$ cat src/rtl/fetch_stage_pkg.sv
// Shared types and constants for the RV32I instruction-fetch stage.
package fetch_stage_pkg;

    typedef enum logic [2:0] {
        ST_FETCH = 3'd0,
        ST_WAIT  = 3'd1,
        ST_HOLD  = 3'd2,
        ST_DRAIN = 3'd3,
        ST_HALT  = 3'd4
    } fetch_state_e;

    localparam logic [31:0] RESET_PC_DEF  = 32'h0000_0000;
    localparam logic [31:0] NOP_INSTR_DEF = 32'h0000_0013;

    typedef struct packed {
        logic        valid;
        logic [31:0] pc;
        logic [31:0] pc4;
        logic [31:0] instr;
    } ifid_t;

    function automatic logic [31:0] pc_inc(input logic [31:0] pc);
        return pc + 32'd4;
    endfunction

endpackage

$ cat src/rtl/fetch_stage_if_id_reg.sv
// IF/ID pipeline register: load, hold and flush, with flush taking priority.
module fetch_stage_if_id_reg
    import fetch_stage_pkg::*;
#(
    parameter logic [31:0] NOP_INSTR = NOP_INSTR_DEF
) (
    input  logic        clk,
    input  logic        rst,
    input  logic        load_i,
    input  logic        stall_i,
    input  logic        flush_i,
    input  logic [31:0] pc_i,
    input  logic [31:0] pc4_i,
    input  logic [31:0] instr_i,
    output logic        valid_o,
    output logic [31:0] pc_o,
    output logic [31:0] pc4_o,
    output logic [31:0] instr_o
);

    ifid_t ifid_q;
    ifid_t ifid_d;

    // Next IF/ID contents; a flush keeps pc/pc4 so later stages can still see where the bubble came from.
    always_comb begin
        ifid_d = ifid_q;
        if (flush_i) begin
            ifid_d.valid = 1'b0;
            ifid_d.instr = NOP_INSTR;
        end else if (stall_i) begin
            ifid_d = ifid_q;
        end else if (load_i) begin
            ifid_d = '{valid: 1'b1, pc: pc_i, pc4: pc4_i, instr: instr_i};
        end else begin
            ifid_d.valid = 1'b0;
        end
    end

    // IF/ID state register.
    always_ff @(posedge clk or negedge rst) begin
        if (!rst) begin
            ifid_q <= '{valid: 1'b0, pc: 32'h0000_0000, pc4: 32'h0000_0000, instr: NOP_INSTR};
        end else begin
            ifid_q <= ifid_d;
        end
    end

    assign valid_o = ifid_q.valid;
    assign pc_o    = ifid_q.pc;
    assign pc4_o   = ifid_q.pc4;
    assign instr_o = ifid_q.instr;

endmodule

$ cat src/rtl/fetch_stage.sv
// Instruction-fetch stage: PC, single-outstanding imem request FSM, skid buffer and redirect handling.
module fetch_stage
    import fetch_stage_pkg::*;
#(
    parameter logic [31:0] RESET_PC  = RESET_PC_DEF,
    parameter logic [31:0] NOP_INSTR = NOP_INSTR_DEF
) (
    input  logic        clk,
    input  logic        rst,
    input  logic        stall_i,
    input  logic        flush_i,
    input  logic        redirect_i,
    input  logic [31:0] redirect_pc_i,
    output logic        imem_req_o,
    output logic [31:0] imem_addr_o,
    input  logic        imem_rvalid_i,
    input  logic [31:0] imem_rdata_i,
    output logic        ifid_valid_o,
    output logic [31:0] ifid_pc_o,
    output logic [31:0] ifid_pc4_o,
    output logic [31:0] ifid_instr_o,
    output logic        fetch_fault_o
);

    fetch_state_e state_q, state_d;
    logic [31:0]  pc_q, pc_d;
    logic [31:0]  buf_q, buf_d;
    logic         drop_q, drop_d;
    logic         fault_q, fault_d;

    logic         outstanding_s;
    logic         req_s;
    logic [31:0]  addr_s;
    logic         load_s;
    logic [31:0]  load_instr_s;

    // A response is owed either while waiting normally or while a squashed one is still in flight.
    assign outstanding_s = (state_q == ST_WAIT) || drop_q;

    // State, PC, skid buffer, drop flag and fault register.
    always_ff @(posedge clk or negedge rst) begin
        if (!rst) begin
            state_q <= ST_FETCH;
            pc_q    <= RESET_PC;
            buf_q   <= 32'h0000_0000;
            drop_q  <= 1'b0;
            fault_q <= 1'b0;
        end else begin
            state_q <= state_d;
            pc_q    <= pc_d;
            buf_q   <= buf_d;
            drop_q  <= drop_d;
            fault_q <= fault_d;
        end
    end

    // Next-state logic; any redirect overrides stall and the current state.
    always_comb begin
        state_d = state_q;
        pc_d    = pc_q;
        buf_d   = buf_q;
        drop_d  = drop_q;
        fault_d = fault_q;
        if (redirect_i) begin
            buf_d  = 32'h0000_0000;
            drop_d = outstanding_s && !imem_rvalid_i;
            if (redirect_pc_i[1:0] != 2'b00) begin
                state_d = ST_HALT;
                fault_d = 1'b1;
            end else begin
                pc_d    = redirect_pc_i;
                fault_d = 1'b0;
                state_d = drop_d ? ST_DRAIN : ST_FETCH;
            end
        end else begin
            if (load_s) begin
                pc_d = pc_inc(pc_q);
            end else begin
                pc_d = pc_q;
            end
            case (state_q)
                ST_FETCH: begin
                    if (req_s) begin
                        state_d = ST_WAIT;
                    end else begin
                        state_d = ST_FETCH;
                    end
                end
                ST_WAIT: begin
                    if (imem_rvalid_i && stall_i) begin
                        buf_d   = imem_rdata_i;
                        state_d = ST_HOLD;
                    end else begin
                        state_d = ST_WAIT;
                    end
                end
                ST_HOLD: begin
                    if (!stall_i) begin
                        state_d = ST_FETCH;
                    end else begin
                        state_d = ST_HOLD;
                    end
                end
                ST_DRAIN: begin
                    if (imem_rvalid_i) begin
                        drop_d  = 1'b0;
                        state_d = ST_FETCH;
                    end else begin
                        state_d = ST_DRAIN;
                    end
                end
                ST_HALT: begin
                    if (imem_rvalid_i) begin
                        drop_d = 1'b0;
                    end else begin
                        drop_d = drop_q;
                    end
                end
                default: begin
                    state_d = ST_FETCH;
                end
            endcase
        end
    end

    // Request strobe and IF/ID load; no request is ever issued in reset or in a redirect cycle.
    always_comb begin
        req_s        = 1'b0;
        addr_s       = pc_q;
        load_s       = 1'b0;
        load_instr_s = buf_q;
        if (!rst || redirect_i) begin
            req_s = 1'b0;
        end else begin
            case (state_q)
                ST_FETCH: begin
                    req_s = !stall_i;
                end
                ST_WAIT: begin
                    if (imem_rvalid_i && !stall_i) begin
                        load_s       = 1'b1;
                        load_instr_s = imem_rdata_i;
                        req_s        = 1'b1;
                        addr_s       = pc_inc(pc_q);
                    end else begin
                        load_s = 1'b0;
                    end
                end
                ST_HOLD: begin
                    load_s = !stall_i;
                end
                default: begin
                    req_s = 1'b0;
                end
            endcase
        end
    end

    assign imem_req_o    = req_s;
    assign imem_addr_o   = addr_s;
    assign fetch_fault_o = fault_q;

    fetch_stage_if_id_reg #(
        .NOP_INSTR (NOP_INSTR)
    ) u_if_id_reg (
        .clk     (clk),
        .rst     (rst),
        .load_i  (load_s),
        .stall_i (stall_i),
        .flush_i (flush_i),
        .pc_i    (pc_q),
        .pc4_i   (pc_inc(pc_q)),
        .instr_i (load_instr_s),
        .valid_o (ifid_valid_o),
        .pc_o    (ifid_pc_o),
        .pc4_o   (ifid_pc4_o),
        .instr_o (ifid_instr_o)
    );

endmodule

$ cat config.mk
export PLATFORM = sky130hd
export DESIGN_NAME = fetch_stage
export DESIGN_NICKNAME = d
export VERILOG_FILES = /design/src/rtl/fetch_stage_pkg.sv /design/src/rtl/fetch_stage_if_id_reg.sv /design/src/rtl/fetch_stage.sv
export SDC_FILE = /design/constraint.sdc
export NUM_CORES = 1
export LEC_CHECK = 0
export BUFFER_PORTS_ARGS = -buffer_cell sky130_fd_sc_hd__buf_2
export CAP_MARGIN = 20
export CORE_ASPECT_RATIO = 0.7
export CORE_MARGIN = 1.5
export CORE_UTILIZATION = 55
export DETAILED_ROUTE_END_ITERATION = 8
export GPL_TIMING_DRIVEN = 0
export PLACE_DENSITY = 0.82
export SLEW_MARGIN = 10
export SYNTH_ARGS = -nofsm -noshare
export SYNTH_HDL_FRONTEND = slang
export SYNTH_SLANG_ARGS = --single-unit
export TNS_END_PERCENT = 50
$ cat constraint.sdc
create_clock -name clk -period 6.4 [get_ports clk]
set_input_delay 1.28 -clock clk [delete_from_list [all_inputs] [get_ports clk]]
set_output_delay 1.28 -clock clk [all_outputs]
set_load 0.02 [all_outputs]
==> impl_results.md <==
- Drt total wl: 24,400 um
- Fraction of the yosys area taken by sequential cells: 50.35%
- CTS tree: built
- Sequence of cells on the critical path: buf_8 > buf_16 > nand2b_1 > nor3_1 > buf_2 > buf_1 > nand2_1 > xnor2_1 > buf_2
- Number of buffers on the longest clock path: 2
- Maximum fanout along the worst path: 89
- Clk Latency, worst-skew pair: 0.43 ns
- Endpoints failing hold: 0
- Post-place instance area: 9435 um^2
- Category of the worst setup path launch point: input pin
- Share of flip-flops with an asynchronous set or reset after synthesis: 100.0%
- Average wire per standard cell: about 18 um
- Number of global-route vias before repair: about 7,300
- Initial Utilization: 55.94%
- CTS sink cnt: 164
- Peak per-stage delay on the critical path: 0.49 ns
- Placed wire-length estimate after detailed placement: approximately 17,000 um
- Most Frequent Cell on Critical Path: buf_2
- Gr ovfl total: 0
- Count of endpoints failing setup in the final report: 0
- DIE AREA: 15,580 um^2
- H-tree Lvls: 4
- Final Total Pwr: ~2.5 mW
- Critical Path Slowest Stage Cell: buf_8
- Most Used Layer, Global Route: met1
- Clock-pin slew reported for the worst setup and hold paths after clock tree synthesis: ~0.06 ns
- Final critical path time including I/O delays and setup: approximately 5.3 ns
- Die height: roughly 100 um
- Final period util: slightly above 80%
- Data arrival at the endpoint of the critical path: around 4 ns
- Fraction of final layout cells with drive strength greater than 1: about a quarter
- Leading area contributor after synthesis: dfrtp_1
- Setup TNS: 0 ns
- DRC violation total after the first TritonRoute iteration: 707
- Actual transition at the worst max-transition pin: approximately 0.75 ns
- CP endpoint kind: primary output
- Number of standard cells after synthesis: about 940
- Top post-synthesis cells by area: dfrtp_1, nand2_1, xnor2_1, a311oi_1, nor2_1
- Number of iterations in the first detailed-routing pass: 6
- Post-synthesis register bit count: around 160
- TritonCTS Buffers: 17
- Via count: 7,756
- Cell area after layout: between 9000 and 10,000 um^2
- Post-synthesis instance area: 8158 um^2
- Synth Flop Type: dfrtp_1
- Horizontal die dimension: roughly 150 um
- Fmax achieved: around 0.19 GHz
- Number of instances resized during post-cts repair: 0
- Max-slew violation count: 0
- Cell Rows: 37
- Met1 Resource Use GR: roughly 47%
- Remaining DRCs: 0
- Leakage component of the power: ~4.8 nW
- Number of max-capacitance violations reported: 0
- Clock tree root driver cell: clkbuf_16
- Routability Congestion: 0.9140
- Yosys warnings: 0
- Largest clock skew in the final design: around 0.013 ns
- Pin count of the biggest net entering global routing: 90
- Io pins: approximately 200
- Number of enable-type register cells in the synthesized netlist: 0
- Number of setup buffers added after CTS: 0
- Peak supply drop: between 150 and 200 uV
- Area of the core region: between 10,000 and 15,000 um^2
- Area fraction of the dominant cell type after synthesis: between 40% and 50%
- Detail Route Antenna Nets: 0
- Met3 Resource Use GR: roughly 7.6%
- First-pass GRT wire length: approximately 39,000 um
- Total nets after synthesis: around 1,000
- Count of cell types in the netlist: 52
- Count of input and output buffers: 199
- Per-instance average area after synthesis: 8.697 um^2
- Status: completed
- Hold Slack: between 0.4 and 0.5 ns
- Number of nets at the end of the flow: between 1,000 and 1,500
- P&R area growth vs syn: 22.47%
- Gr usage total: 32.15%
- Hold-fix buffers, CTS: 0
- Worst setup path class: in2out
- Initial antenna violation count: 1
- Cell Pwr Density: ~250 nW/um^2
- Unrepaired setup endpoints after global routing: no
- Average via count per standard cell: about 5.7
- Met2 capacity usage during global routing: between 40% and 50%
- Kind of path behind the tightest hold check: reg2reg
- Headroom to the max-slew limit: between 40% and 50%
- Critical path data required time: between 5 and 6 ns
[power breakdown]
part / leakage (nW) / switching, mW / internal (mW) / total [mW]
clock network: 0.260 / 0.448 / 0.524 / 0.972
registers: 2.21 / 0.0303 / 1.09 / 1.12
logic: 2.33 / 0.288 / 0.147 / 0.435
[worst max-delay path: cells and delay by family]
kind                   cells  cell delay (ns)
buffers and inverters      5             1.90
XOR/XNOR                   1             0.24
AND/OR/NAND/NOR            3             0.51
[routing by layer]
| layer | wire length, um | vias up |
|---|---|---|
| li1 | - | 3595 |
| met1 | 10620 | 3732 |
| met2 | 10740 | 395 |
| met3 | 2601 | 34 |
| met4 | 440 | 0 |
| met5 | 0 | - |
[metrics by stage]
step           instances  worst slack (ns)  util, %
2_1_floorplan        938             2.546        -
3_3_place_gp        1332           -0.8786    64.44
3_5_place_dp        1333             1.087    64.70
4_1_cts             1365             1.074    68.49
5_1_grt             1365            0.8041    68.49
6_report            1366             1.106    68.51
[placed cells by master, fill, tap and decap left out, types with 4 or more instances in the layout]
master and n:
nand2_1 293, a311oi_1 30, a21oi_1 40, a221o_1 12, o22ai_1 5, dfrtp_1 161, o21ai_0 47, nand4_1 9
a22o_1 5, nand3_1 19, clkbuf_1 40, clkinvlp_4 4, nor2_1 66, inv_6 5, xor2_1 24, clkbuf_16 17
o21ai_1 6, a21o_1 12, buf_4 8, nor3_1 19, and2_1 4, inv_1 5, a211o_1 4, xnor2_1 33
and3_1 11, buf_2 231, buf_1 4
[final cells by class]
class / instances / area, um^2
fillers: 1210 / 4592
plain buffers: 86 / 396.6
flip-flops and latches: 164 / 4108
multi-input cells: 683 / 3635
diodes: 1 / 2.502
well taps: 195 / 244.0
inverters: 5 / 18.77
repair buffers: 200 / 1033
clock inverters: 12 / 96.34
clock buffers: 20 / 456.7
[final timing paths]
path,startpoint,end,slack (ns),depth (start not counted)
min in group asynchronous,rst,u_if_id_reg.pc4_o[10]$_DFFE_PN0P_,0.86,1
max in group asynchronous,rst,u_if_id_reg.instr_o[1]$_DFFE_PN1P_,4.68,2
worst min-delay path,u_if_id_reg.pc_o[12]$_DFFE_PN0P_,u_if_id_reg.pc_o[12]$_DFFE_PN0P_,0.47,2
worst max-delay path,rst,imem_addr_o[15],1.11,9
worst min register to register,u_if_id_reg.pc_o[12]$_DFFE_PN0P_,u_if_id_reg.pc_o[12]$_DFFE_PN0P_,0.47,2
worst max register to register,pc_q[3]$_DFFE_PN0P_,pc_q[18]$_DFFE_PN0P_,3.79,6
[registers in the layout (all words and copies together) (netlist names)]
name                 flops
pc_q                    32
buf_q                   32
u_if_id_reg.pc_o        30
state_q                  3
fetch_fault_o            1
u_if_id_reg.instr_o     32
u_if_id_reg.pc4_o       32
u_if_id_reg.valid_o      1
drop_q                   1
[cells in the mapped netlist (4+ instances only)]
master / count
inv_1: 5
nand2_1: 293
a21oi_1: 40
a21o_1: 12
a311oi_1: 30
o22ai_1: 5
o21ai_1: 6
clkbuf_1: 39
buf_4: 8
a22o_1: 5
nor2_1: 66
xor2_1: 24
dfrtp_1: 161
nor3_1: 19
nand3_1: 19
buf_1: 4
and2_1: 4
xnor2_1: 33
nand4_1: 9
buf_2: 33
and3_1: 11
o21ai_0: 47
a211o_1: 4
a221o_1: 12
[cell families after synthesis]
kind of cell	after synthesis	share of synthesized area (%)
AO/OA/AOI/OAI	174	14.11
adder cells (fa/ha/maj)	1	0.1533
flip-flops	164	50.35
AND/OR/NAND/NOR	451	24.17
buffers and inverters	91	5.092
XOR/XNOR	57	6.120
Note: power is estimated with default switching activity, not from simulation.
